`config.mk`:
```
export PLATFORM = sky130hd
export DESIGN_NAME = mcycle_sequencer
export DESIGN_NICKNAME = d
export VERILOG_FILES = /design/src/rtl/mcycle_sequencer.sv
export SDC_FILE = /design/constraint.sdc
export NUM_CORES = 1
export LEC_CHECK = 0
export CAP_MARGIN = 20
export CORE_MARGIN = 8
export CORE_UTILIZATION = 51
export CTS_BUF_LIST = sky130_fd_sc_hd__clkbuf_8 sky130_fd_sc_hd__clkbuf_16
export DETAILED_ROUTE_END_ITERATION = 16
export MAX_ROUTING_LAYER = met4
export PLACE_DENSITY = 0.8
export SYNTH_ARGS = -nofsm -noshare
export SYNTH_HDL_FRONTEND = slang
export SYNTH_SLANG_ARGS = --single-unit
```
`constraint.sdc`:
```
create_clock -name clk -period 2.64 [get_ports clk]
set_clock_uncertainty 0.05 [all_clocks]
set_input_delay 0.528 -clock clk [delete_from_list [all_inputs] [get_ports clk]]
set_output_delay 0.528 -clock clk [all_outputs]
set_load 0.02 [all_outputs]
```
`src/rtl/mcycle_sequencer.sv`:
```
// Multi-cycle RV32I control sequencer: fetch, decode, execute, memory, writeback.
// Sticky fault flags; absorbing FAULT state with memory-wait timeout.
module mcycle_sequencer #(
  parameter int unsigned MEM_TIMEOUT = 16
) (
  input  logic        clk,
  input  logic        rst_n,
  input  logic [6:0]  opcode,
  input  logic        branch_taken,
  input  logic        imem_ready,
  input  logic        dmem_ready,
  output logic        imem_req,
  output logic        dmem_req,
  output logic        dmem_we,
  output logic        ir_en,
  output logic        pc_en,
  output logic        pc_src,
  output logic        reg_wr_en,
  output logic [2:0]  state,
  output logic        illegal,
  output logic        bus_err,
  output logic [31:0] retire_cnt
);

  typedef enum logic [2:0] {
    S_FETCH  = 3'd0,
    S_DECODE = 3'd1,
    S_EXEC   = 3'd2,
    S_MEM    = 3'd3,
    S_WB     = 3'd4,
    S_FAULT  = 3'd5
  } state_e;

  typedef enum logic [1:0] {
    C_ALU    = 2'd0,
    C_LOAD   = 2'd1,
    C_STORE  = 2'd2,
    C_BRANCH = 2'd3
  } cls_e;

  localparam logic [7:0] TMO_LAST = 8'(MEM_TIMEOUT - 1);

  state_e      state_q, state_d;
  cls_e        cls_q, cls_d;
  logic [7:0]  wait_q, wait_d;
  logic [31:0] retire_q, retire_d;
  logic        ill_q, ill_d;
  logic        berr_q, berr_d;

  cls_e        op_cls;
  logic        op_legal;

  always_comb begin
    op_cls   = C_ALU;
    op_legal = 1'b1;
    case (opcode)
      7'b0110011,
      7'b0010011,
      7'b0110111,
      7'b0010111: op_cls = C_ALU;
      7'b0000011: op_cls = C_LOAD;
      7'b0100011: op_cls = C_STORE;
      7'b1100011: op_cls = C_BRANCH;
      default:    op_legal = 1'b0;
    endcase
  end

  always_comb begin
    state_d   = state_q;
    cls_d     = cls_q;
    wait_d    = '0;
    retire_d  = retire_q;
    ill_d     = ill_q;
    berr_d    = berr_q;
    imem_req  = 1'b0;
    dmem_req  = 1'b0;
    dmem_we   = 1'b0;
    ir_en     = 1'b0;
    pc_en     = 1'b0;
    pc_src    = 1'b0;
    reg_wr_en = 1'b0;
    case (state_q)
      S_FETCH: begin
        imem_req = 1'b1;
        if (imem_ready) begin
          ir_en   = 1'b1;
          state_d = S_DECODE;
        end else if (wait_q == TMO_LAST) begin
          state_d = S_FAULT;
          berr_d  = 1'b1;
        end else begin
          wait_d = wait_q + 8'd1;
        end
      end
      S_DECODE: begin
        if (op_legal) begin
          cls_d   = op_cls;
          state_d = S_EXEC;
        end else begin
          ill_d   = 1'b1;
          state_d = S_FAULT;
        end
      end
      S_EXEC: begin
        unique case (cls_q)
          C_ALU:   state_d = S_WB;
          C_LOAD,
          C_STORE: state_d = S_MEM;
          C_BRANCH: begin
            pc_en    = 1'b1;
            pc_src   = branch_taken;
            retire_d = retire_q + 32'd1;
            state_d  = S_FETCH;
          end
        endcase
      end
      S_MEM: begin
        dmem_req = 1'b1;
        dmem_we  = (cls_q == C_STORE);
        if (dmem_ready) begin
          if (cls_q == C_STORE) begin
            pc_en    = 1'b1;
            retire_d = retire_q + 32'd1;
            state_d  = S_FETCH;
          end else begin
            state_d = S_WB;
          end
        end else if (wait_q == TMO_LAST) begin
          state_d = S_FAULT;
          berr_d  = 1'b1;
        end else begin
          wait_d = wait_q + 8'd1;
        end
      end
      S_WB: begin
        reg_wr_en = 1'b1;
        pc_en     = 1'b1;
        retire_d  = retire_q + 32'd1;
        state_d   = S_FETCH;
      end
      S_FAULT: state_d = S_FAULT;
      // Unused encodings collapse into the absorbing fault state
      default: state_d = S_FAULT;
    endcase
  end

  always_ff @(posedge clk or negedge rst_n) begin
    if (!rst_n) begin
      state_q  <= S_FETCH;
      cls_q    <= C_ALU;
      wait_q   <= '0;
      retire_q <= '0;
      ill_q    <= 1'b0;
      berr_q   <= 1'b0;
    end else begin
      state_q  <= state_d;
      cls_q    <= cls_d;
      wait_q   <= wait_d;
      retire_q <= retire_d;
      ill_q    <= ill_d;
      berr_q   <= berr_d;
    end
  end

  assign state      = state_q;
  assign illegal    = ill_q;
  assign bus_err    = berr_q;
  assign retire_cnt = retire_q;

endmodule

```
==> key figures, run 1 <==
Setup path
  – Critical path type: flip-flop to output port
  – Critical path fanouts, max: 11
  – Crit path max-delay family: buffers and inverters
  – Slowest cell delay on critical path: 0.61 ns
  – Req. time, crit path: 2.06 ns
  – Startpoint Class: flip-flop
  – CP bufs+invs: 2
  – Slowest cell on crit path: dfrtp_1
  – Critical Path End Type: output port
  – CP Data Arrival Time: 1.92 ns
  – R2R Setup Slk: 0.46 ns
  – Crit-path cells: nand3b_1 > inv_1 > and2_1 > clkdlybuf4s50_1

Global routing
  – Vias in the first global route: 1,991
  – GR Util All Layers: 0.155
  – Gr ovfl total: 0
  – Antenna violations before repair: 0
  – Largest net degree at the start of global routing: 48
  – First-pass GRT wire length: 9150 um

STA
  – Slew @ Worst Pin: 0.581 ns
  – Pins over their slew limit: 0
  – Max Clk Rate: 0.400 GHz
  – Setup Viol. Count Final: 0
  – Minimum clock period: 2.50 ns
  – Fin. Hold Viols: 0
  – Unrepaired setup endpoints after global routing: no
  – Tcrit/Tclk final: 0.946
  – Rel. slew slack: 0.613
  – Post-route setup slack: 0.143 ns

Routing
  – ANT nets after route: 0
  – Vias: 1,963
  – M1 WL: 2440 um
  – Detail Route met2 WL: 2600 um
  – Vias/cell: 5.44
  – Drt total wl: 5420 um
  – Metal3 WL: 311 um
  – Top Metal Used: met4
  – DRC Markers: 0
  – DRT iter0 DRCs: 66
  – Drt pass-1 iters: 4
  – Wirelength per Cell: 15.0 um

Synth
  – Yosys Warn Count: 0
  – Post-synth top area share: 0.459
  – Largest area contributor in the netlist: dfrtp_1
  – Synth top area cells: dfrtp_1 46%, xor2_1 11%, nor4b_2 4.1%, nor4_2 3.4%, nor2_1 2.5%
  – Synth cell types: 47
  – Seq cells post-synth: 47
  – Sequential share of the synthesized area: 0.459
  – Syn Inst Count: 232
  – Syn Nets: 249
  – Synthesized cell area: 2560 um2
  – Ys flop type: dfrtp_1
  – EDFF count, synth: 0
  – Asr flop ratio synth: 1.00
  – Syn Area/Cell: 11.0 um2

Final layout
  – Final net count: 307
  – Layout cells sized above 1: 0.134
  – N_diodes: 0
  – Layout Cells excl Fill: 361
  – Area Overhead vs Synth: 29.1%

Power and ir drop
  – Gate power share: 0.030
  – Sw frac: 0.200
  – Clk pwr share: 0.455
  – Maximum VDD drop: 0.223 mV
  – Psw: 279 uW
  – Pwr per Cell Area: 422 nW/um2
  – Pint: 1120 uW
  – P_leak: 0.00154 uW
  – Sequential share of power: 0.516

Clocking
  – CTS Sinks: 47
  – Root buf cell: clkbuf_8
  – # H-tree levels: 2
  – Setup bufs post-CTS: 0
  – CTS Buffer Depth: 2
  – Clk slew on worst S/H paths: 0.10 ns
  – Hold buffer count at CTS: 0
  – CTS buffer count: 5
  – CTS tree: yes
  – Clk_lat worst skew: 0.31 ns

Floorplanning
  – Core ar.: 4980 um2
  – Die Footprint: 7550 um2
  – Starting Density: 0.515
  – DIE HEIGHT: 86.9 um
  – Die width: 86.9 um
  – Num rows: 26
  – Num ports: 56

Run
  – Max-Cap Viols: 0

Placed design
  – Dpl ws: -0.0180 ns
  – Dpl cells: 353
  – Gpl congestion: 0.851
  – PortBufs: 55
  – DP HPWL: 3910 um

Status
  – Status: finished, final reports clean

Hold path
  – Hold Crit Class: input pin to asynchronous set/reset pin
metal layers:
layer,vias to the layer above,track usage
li1,935,-
met1,970,0.184
met2,52,0.248
met3,6,0.0396
met4,0,0.0532
met5,-,-
worst reg2reg max path, cell delays in order (launching register included):
cell and delay, ns:
dfrtp_1 0.36, inv_1 0.07, ha_1 0.25, and4b_1 0.25, a211oi_4 0.29, buf_4 0.43, mux2_1 0.37
cells by family (layout without fill, tap and decap cells):
kind of cell,count (synthesis),in the layout,share of synthesized area
AO/OA/AOI/OAI,17,17,0.0518
flip-flops,47,47,0.459
buffers and inverters,19,78,0.0420
multiplexers,2,2,0.00830
XOR/XNOR,37,37,0.126
AND/OR/NAND/NOR,105,105,0.288
adder cells (fa/ha/maj),5,5,0.0244
cells in the mapped netlist, types with 2 or more instances:
cell,n
nand3_1,10
nand2_1,14
dfrtp_1,47
inv_1,10
and3_1,3
nor3b_1,3
nand3b_1,3
or3_1,2
ha_1,5
xnor2_1,5
nor4_2,7
o21ai_0,2
nand2b_1,2
clkbuf_1,2
nor4b_2,7
nand4_2,2
a21oi_1,3
and4_1,5
buf_6,4
nand4_1,6
o22ai_1,2
and2_1,6
nor2_1,17
xor2_1,32
nor3_1,8
nor3_2,3
buf_2,2
state kept, by name, summed over array words and instances (netlist names):
register	count
wait_q	8
state	3
cls_q	2
retire_cnt	32
illegal	1
bus_err	1
power groups by stage:
| stage | Combinational, uW | Sequential, uW | Clock [uW] |
|---|---|---|---|
| floorplan | 5.39 | 735 | 0 |
| global placement | 42.0 | 734 | 0 |
| detailed placement | 42.9 | 734 | 0 |
| CTS | 42.9 | 720 | 648 |
| global route | 47.6 | 720 | 669 |
| finish | 41.4 | 720 | 635 |
what timing repair did:
item,4_1_cts,5_1_grt
resized for setup,2,3
hold endpoints to repair,0,0
setup endpoints to repair,3,2
pin swaps,0,0
cell type report:
cell class	instances	area, um2
inverters	10	37.5
clock buffers	5	68.8
repair buffers	60	584
fillers	384	1670
clock inverters	3	67.6
well taps	70	87.6
flip-flops and latches	47	1180
multi-input cells	166	1280
per-stage QoR:
stage                     hold WS, ns   util  setup TNS (ns)  power, uW  instance area (um2)
after floorplan                 0.182      -               0        740                 2560
after global placement          0.395  0.635         -0.0101        776                 3160
after detailed placement        0.395  0.635         -0.0180        777                 3160
after CTS                       0.266  0.663               0       1410                 3300
after global routing            0.303  0.665               0       1440                 3310
final                           0.248  0.665               0       1400                 3310
cell usage in the layout (no fill, tap or decap), drive strengths merged, types with 2 or more instances in the layout:
master,count
a21oi,3
and3,3
bufinv,2
clkbuf,5
nor3b,4
nand3,10
nand2b,2
inv,10
o22ai,2
nor4b,7
nand2,14
dfrtp,47
nor3,11
ha,5
o21ai,3
clkdlybuf4s50,52
xnor2,5
nand3b,3
or3,2
and2,6
buf,6
and4,5
nand4,8
xor2,32
nor4,8
nor2,17
path summary, 6_finish.rpt:
check	startpoint	to	cells past startpoint
min reg2reg	wait_q[0]	wait_q[0]	1
min	rst_n	retire_cnt[13]	2
min in group clk	wait_q[0]	wait_q[0]	1
max reg2reg	cls_q[0]	retire_cnt[1]	6
max in group asynchronous	rst_n	state[2]	2
max	state[0]	dmem_we	4
Note: power is estimated with default switching activity, not from simulation.
==> inputs of run 2 (changes only) <==
--- a/config.mk
+++ b/config.mk
@@ -7,11 +7,11 @@
 export LEC_CHECK = 0
 export CAP_MARGIN = 20
 export CORE_MARGIN = 8
-export CORE_UTILIZATION = 51
+export CORE_UTILIZATION = 46
 export CTS_BUF_LIST = sky130_fd_sc_hd__clkbuf_8 sky130_fd_sc_hd__clkbuf_16
 export DETAILED_ROUTE_END_ITERATION = 16
 export MAX_ROUTING_LAYER = met4
-export PLACE_DENSITY = 0.8
+export PLACE_DENSITY = 0.77
 export SYNTH_ARGS = -nofsm -noshare
 export SYNTH_HDL_FRONTEND = slang
 export SYNTH_SLANG_ARGS = --single-unit
==> constraint.sdc (replaced) <==
create_clock -name clk -period 2.19 [get_ports clk]
set_clock_uncertainty 0.05 [all_clocks]
set_input_delay 0.438 -clock clk [delete_from_list [all_inputs] [get_ports clk]]
set_output_delay 0.438 -clock clk [all_outputs]
set_load 0.02 [all_outputs]
==> key figures, run 2 (synthesis results as in run 1) <==
Final layout
  – Layout Cells excl Fill: 372 (+3.0%)
  – Final net count: 317 (+3.3%)
  – N_diodes: 0 (unchanged)
  – Commonest non-fill, non-tap cell in the layout: clkdlybuf4s50_1
  – Max FFs per register: 32 (unchanged)
  – Fillers: 450 (+17%)
  – Area Overhead vs Synth: 30.7%
  – Layout cells sized above 1: 0.177 (+0.0426)
  – Most frequent cells in the layout: 47 x clkdlybuf4s50_1, 44 x dfrtp_1, 32 x xor2_1

Setup path
  – R2R Setup Slk: 0.13 ns (-0.33 ns)
  – Critical path type: flip-flop to output port
  – CP Data Arrival Time: 1.63 ns (-0.29 ns)
  – Reg2reg path depth: 5 (-1)
  – Startpoint Class: flip-flop
  – Critical path fanouts, max: 4 (-7)
  – Critical Path End Type: output port
  – Req. time, crit path: 1.70 ns (-0.36 ns)

STA
  – Minimum clock period: 2.12 ns
  – Setup Viol. Count Final: 0 (unchanged)
  – Setup TNS Final: 0 ns (unchanged)
  – Post-route setup slack: 0.0748 ns (-0.0680 ns)
  – Pins over their slew limit: 0 (unchanged)
  – Slew @ Worst Pin: 0.424 ns (-0.157 ns)
  – Rel. slew slack: 0.717 (+0.105)
  – Max Clk Rate: 0.473 GHz
  – Fin. Hold Viols: 0 (unchanged)
  – Tcrit/Tclk final: 0.966

Power and ir drop
  – Maximum VDD drop: 0.268 mV (+20%)
  – Pwr Total: 1530 uW (+9.9%)
  – Pwr per Cell Area: 458 nW/um2 (+8.6%)
  – Gate power share: 0.035 (+0.005)
  – Pint: 1220 uW (+9.5%)
  – Sw frac: 0.202 (+0.00263)
  – Psw: 310 uW (+11%)
  – Sequential share of power: 0.566 (+0.050)
  – Clk pwr share: 0.400 (-0.055)
  – P_leak: 0.00158 uW (+2.7%)

Floorplanning
  – Num rows: 27 (+3.8%)
  – Core ar.: 5440 um2 (+9.3%)
  – DIE HEIGHT: 90.6 um (+4.3%)
  – Die Footprint: 8210 um2 (+8.8%)
  – Num ports: 56 (unchanged)
  – Die width: 90.6 um (+4.3%)
  – Starting Density: 0.471 (-0.0437)

Global routing
  – GR Util All Layers: 0.142 (-0.0130)
  – Gr ovfl total: 0 (unchanged)
  – First-pass GRT wire length: 9470 um (+3.5%)
  – Vias in the first global route: 2,026 (+1.8%)
  – Antenna violations before repair: 0 (unchanged)
  – Largest net degree at the start of global routing: 33 (-31%)

Placed design
  – DP HPWL: 4240 um (+8.7%)
  – Dpl cells: 364 (+3.1%)
  – Dpl ws: -0.314 ns (-0.296 ns)
  – PortBufs: 55 (unchanged)
  – Gpl congestion: 0.900 (+5.7%)

Routing
  – Vias: 2,003 (+2.0%)
  – Wirelength per Cell: 15.0 um (+0.21%)
  – Vias/cell: 5.38 (-0.98%)
  – ANT nets after route: 0 (unchanged)
  – Drt pass-1 iters: 4 (unchanged)
  – DRC Markers: 0 (unchanged)
  – Drt total wl: 5590 um (+3.3%)
  – DRT iter0 DRCs: 92 (+39%)

Clocking
  – CTS tree: yes
  – CTS buffer count: 5 (unchanged)
  – # H-tree levels: 2 (unchanged)
  – Clk_lat worst skew: 0.30 ns (about the same)
  – CTS Buffer Depth: 2 (unchanged)
  – CTS Sinks: 47 (unchanged)
  – Hold buffer count at CTS: 0 (unchanged)
  – Clk slew on worst S/H paths: 0.08 ns (-0.02 ns)
  – Root buf cell: clkbuf_8

Run
  – Max-Cap Viols: 0 (unchanged)

Hold path
  – Hold Crit Class: input pin to asynchronous set/reset pin

Status
  – Status: finished, final reports clean
## run 2: changes by cell type in the layout (fill, tap and decap cells not counted), sizes merged, moves of 2 or more
cell and change:
clkdlybuf4s50 -5, clkbuf +2, dlygate4sd2 +3, buf +11
## run 2: timing repair
item | CTS | global route
endpoints found under the setup margin | 7 | 6
pin swaps | 2 | 2
buffers inserted | 1 | 1
resized for setup | 12 | 11
## run 2: critical path, cell delays in order (launching register included)
cell	delay, ns
dfrtp_1	0.43
ha_2	0.19
and4b_1	0.22
a211oi_4	0.26
inv_1	0.09
buf_6	0.14
## run 2: power groups by stage
stage               logic, uW  clock network (uW)  registers [uW]
CTS                      54.8                 627             868
finish                   53.1                 613             868
global route             60.1                 659             868
global placement         53.7                   0             885
detailed placement       54.8                   0             885
floorplan                6.50                   0             886
## run 2: cell type report
| cell class | instances | area, um2 | share of cell area |
|---|---|---|---|
| clock buffers | 5 | 68.8 | 0.0205 |
| clock inverters | 2 | 33.8 | 0.0101 |
| inverters | 10 | 37.5 | 0.0112 |
| multi-input cells | 166 | 1290 | 0.387 |
| flip-flops and latches | 47 | 1180 | 0.352 |
| well taps | 72 | 90.1 | 0.0269 |
| repair buffers | 70 | 644 | 0.192 |
## run 2: stage by stage
stage	hold WS, ns	area, um2	utilization
6_report	0.0105	3350	0.616
5_1_grt	0.0368	3350	0.616
4_1_cts	0.0223	3340	0.614
3_5_place_dp	0.351	3230	0.594
3_3_place_gp	0.345	3230	0.594
2_1_floorplan	0.0924	2560	-
## run 2: per-layer routing
| metal | share of wire | GRT usage | vias to the layer above |
|---|---|---|---|
| li1 | - | - | 948 |
| met1 | 0.44 | 0.174 | 981 |
| met2 | 0.47 | 0.218 | 69 |
| met3 | 0.076 | 0.0449 | 5 |
| met4 | 0.0089 | 0.0402 | 0 |
| met5 | 0 | - | - |
## run 2: final timing paths
kind,startpoint,to
max in group asynchronous,rst_n,state[1]
setup reg to reg,cls_q[1],retire_cnt[1]
setup / recovery,cls_q[1],pc_en
hold / removal,rst_n,retire_cnt[12]
min in group clk,retire_cnt[31],retire_cnt[31]
hold reg to reg,retire_cnt[31],retire_cnt[31]
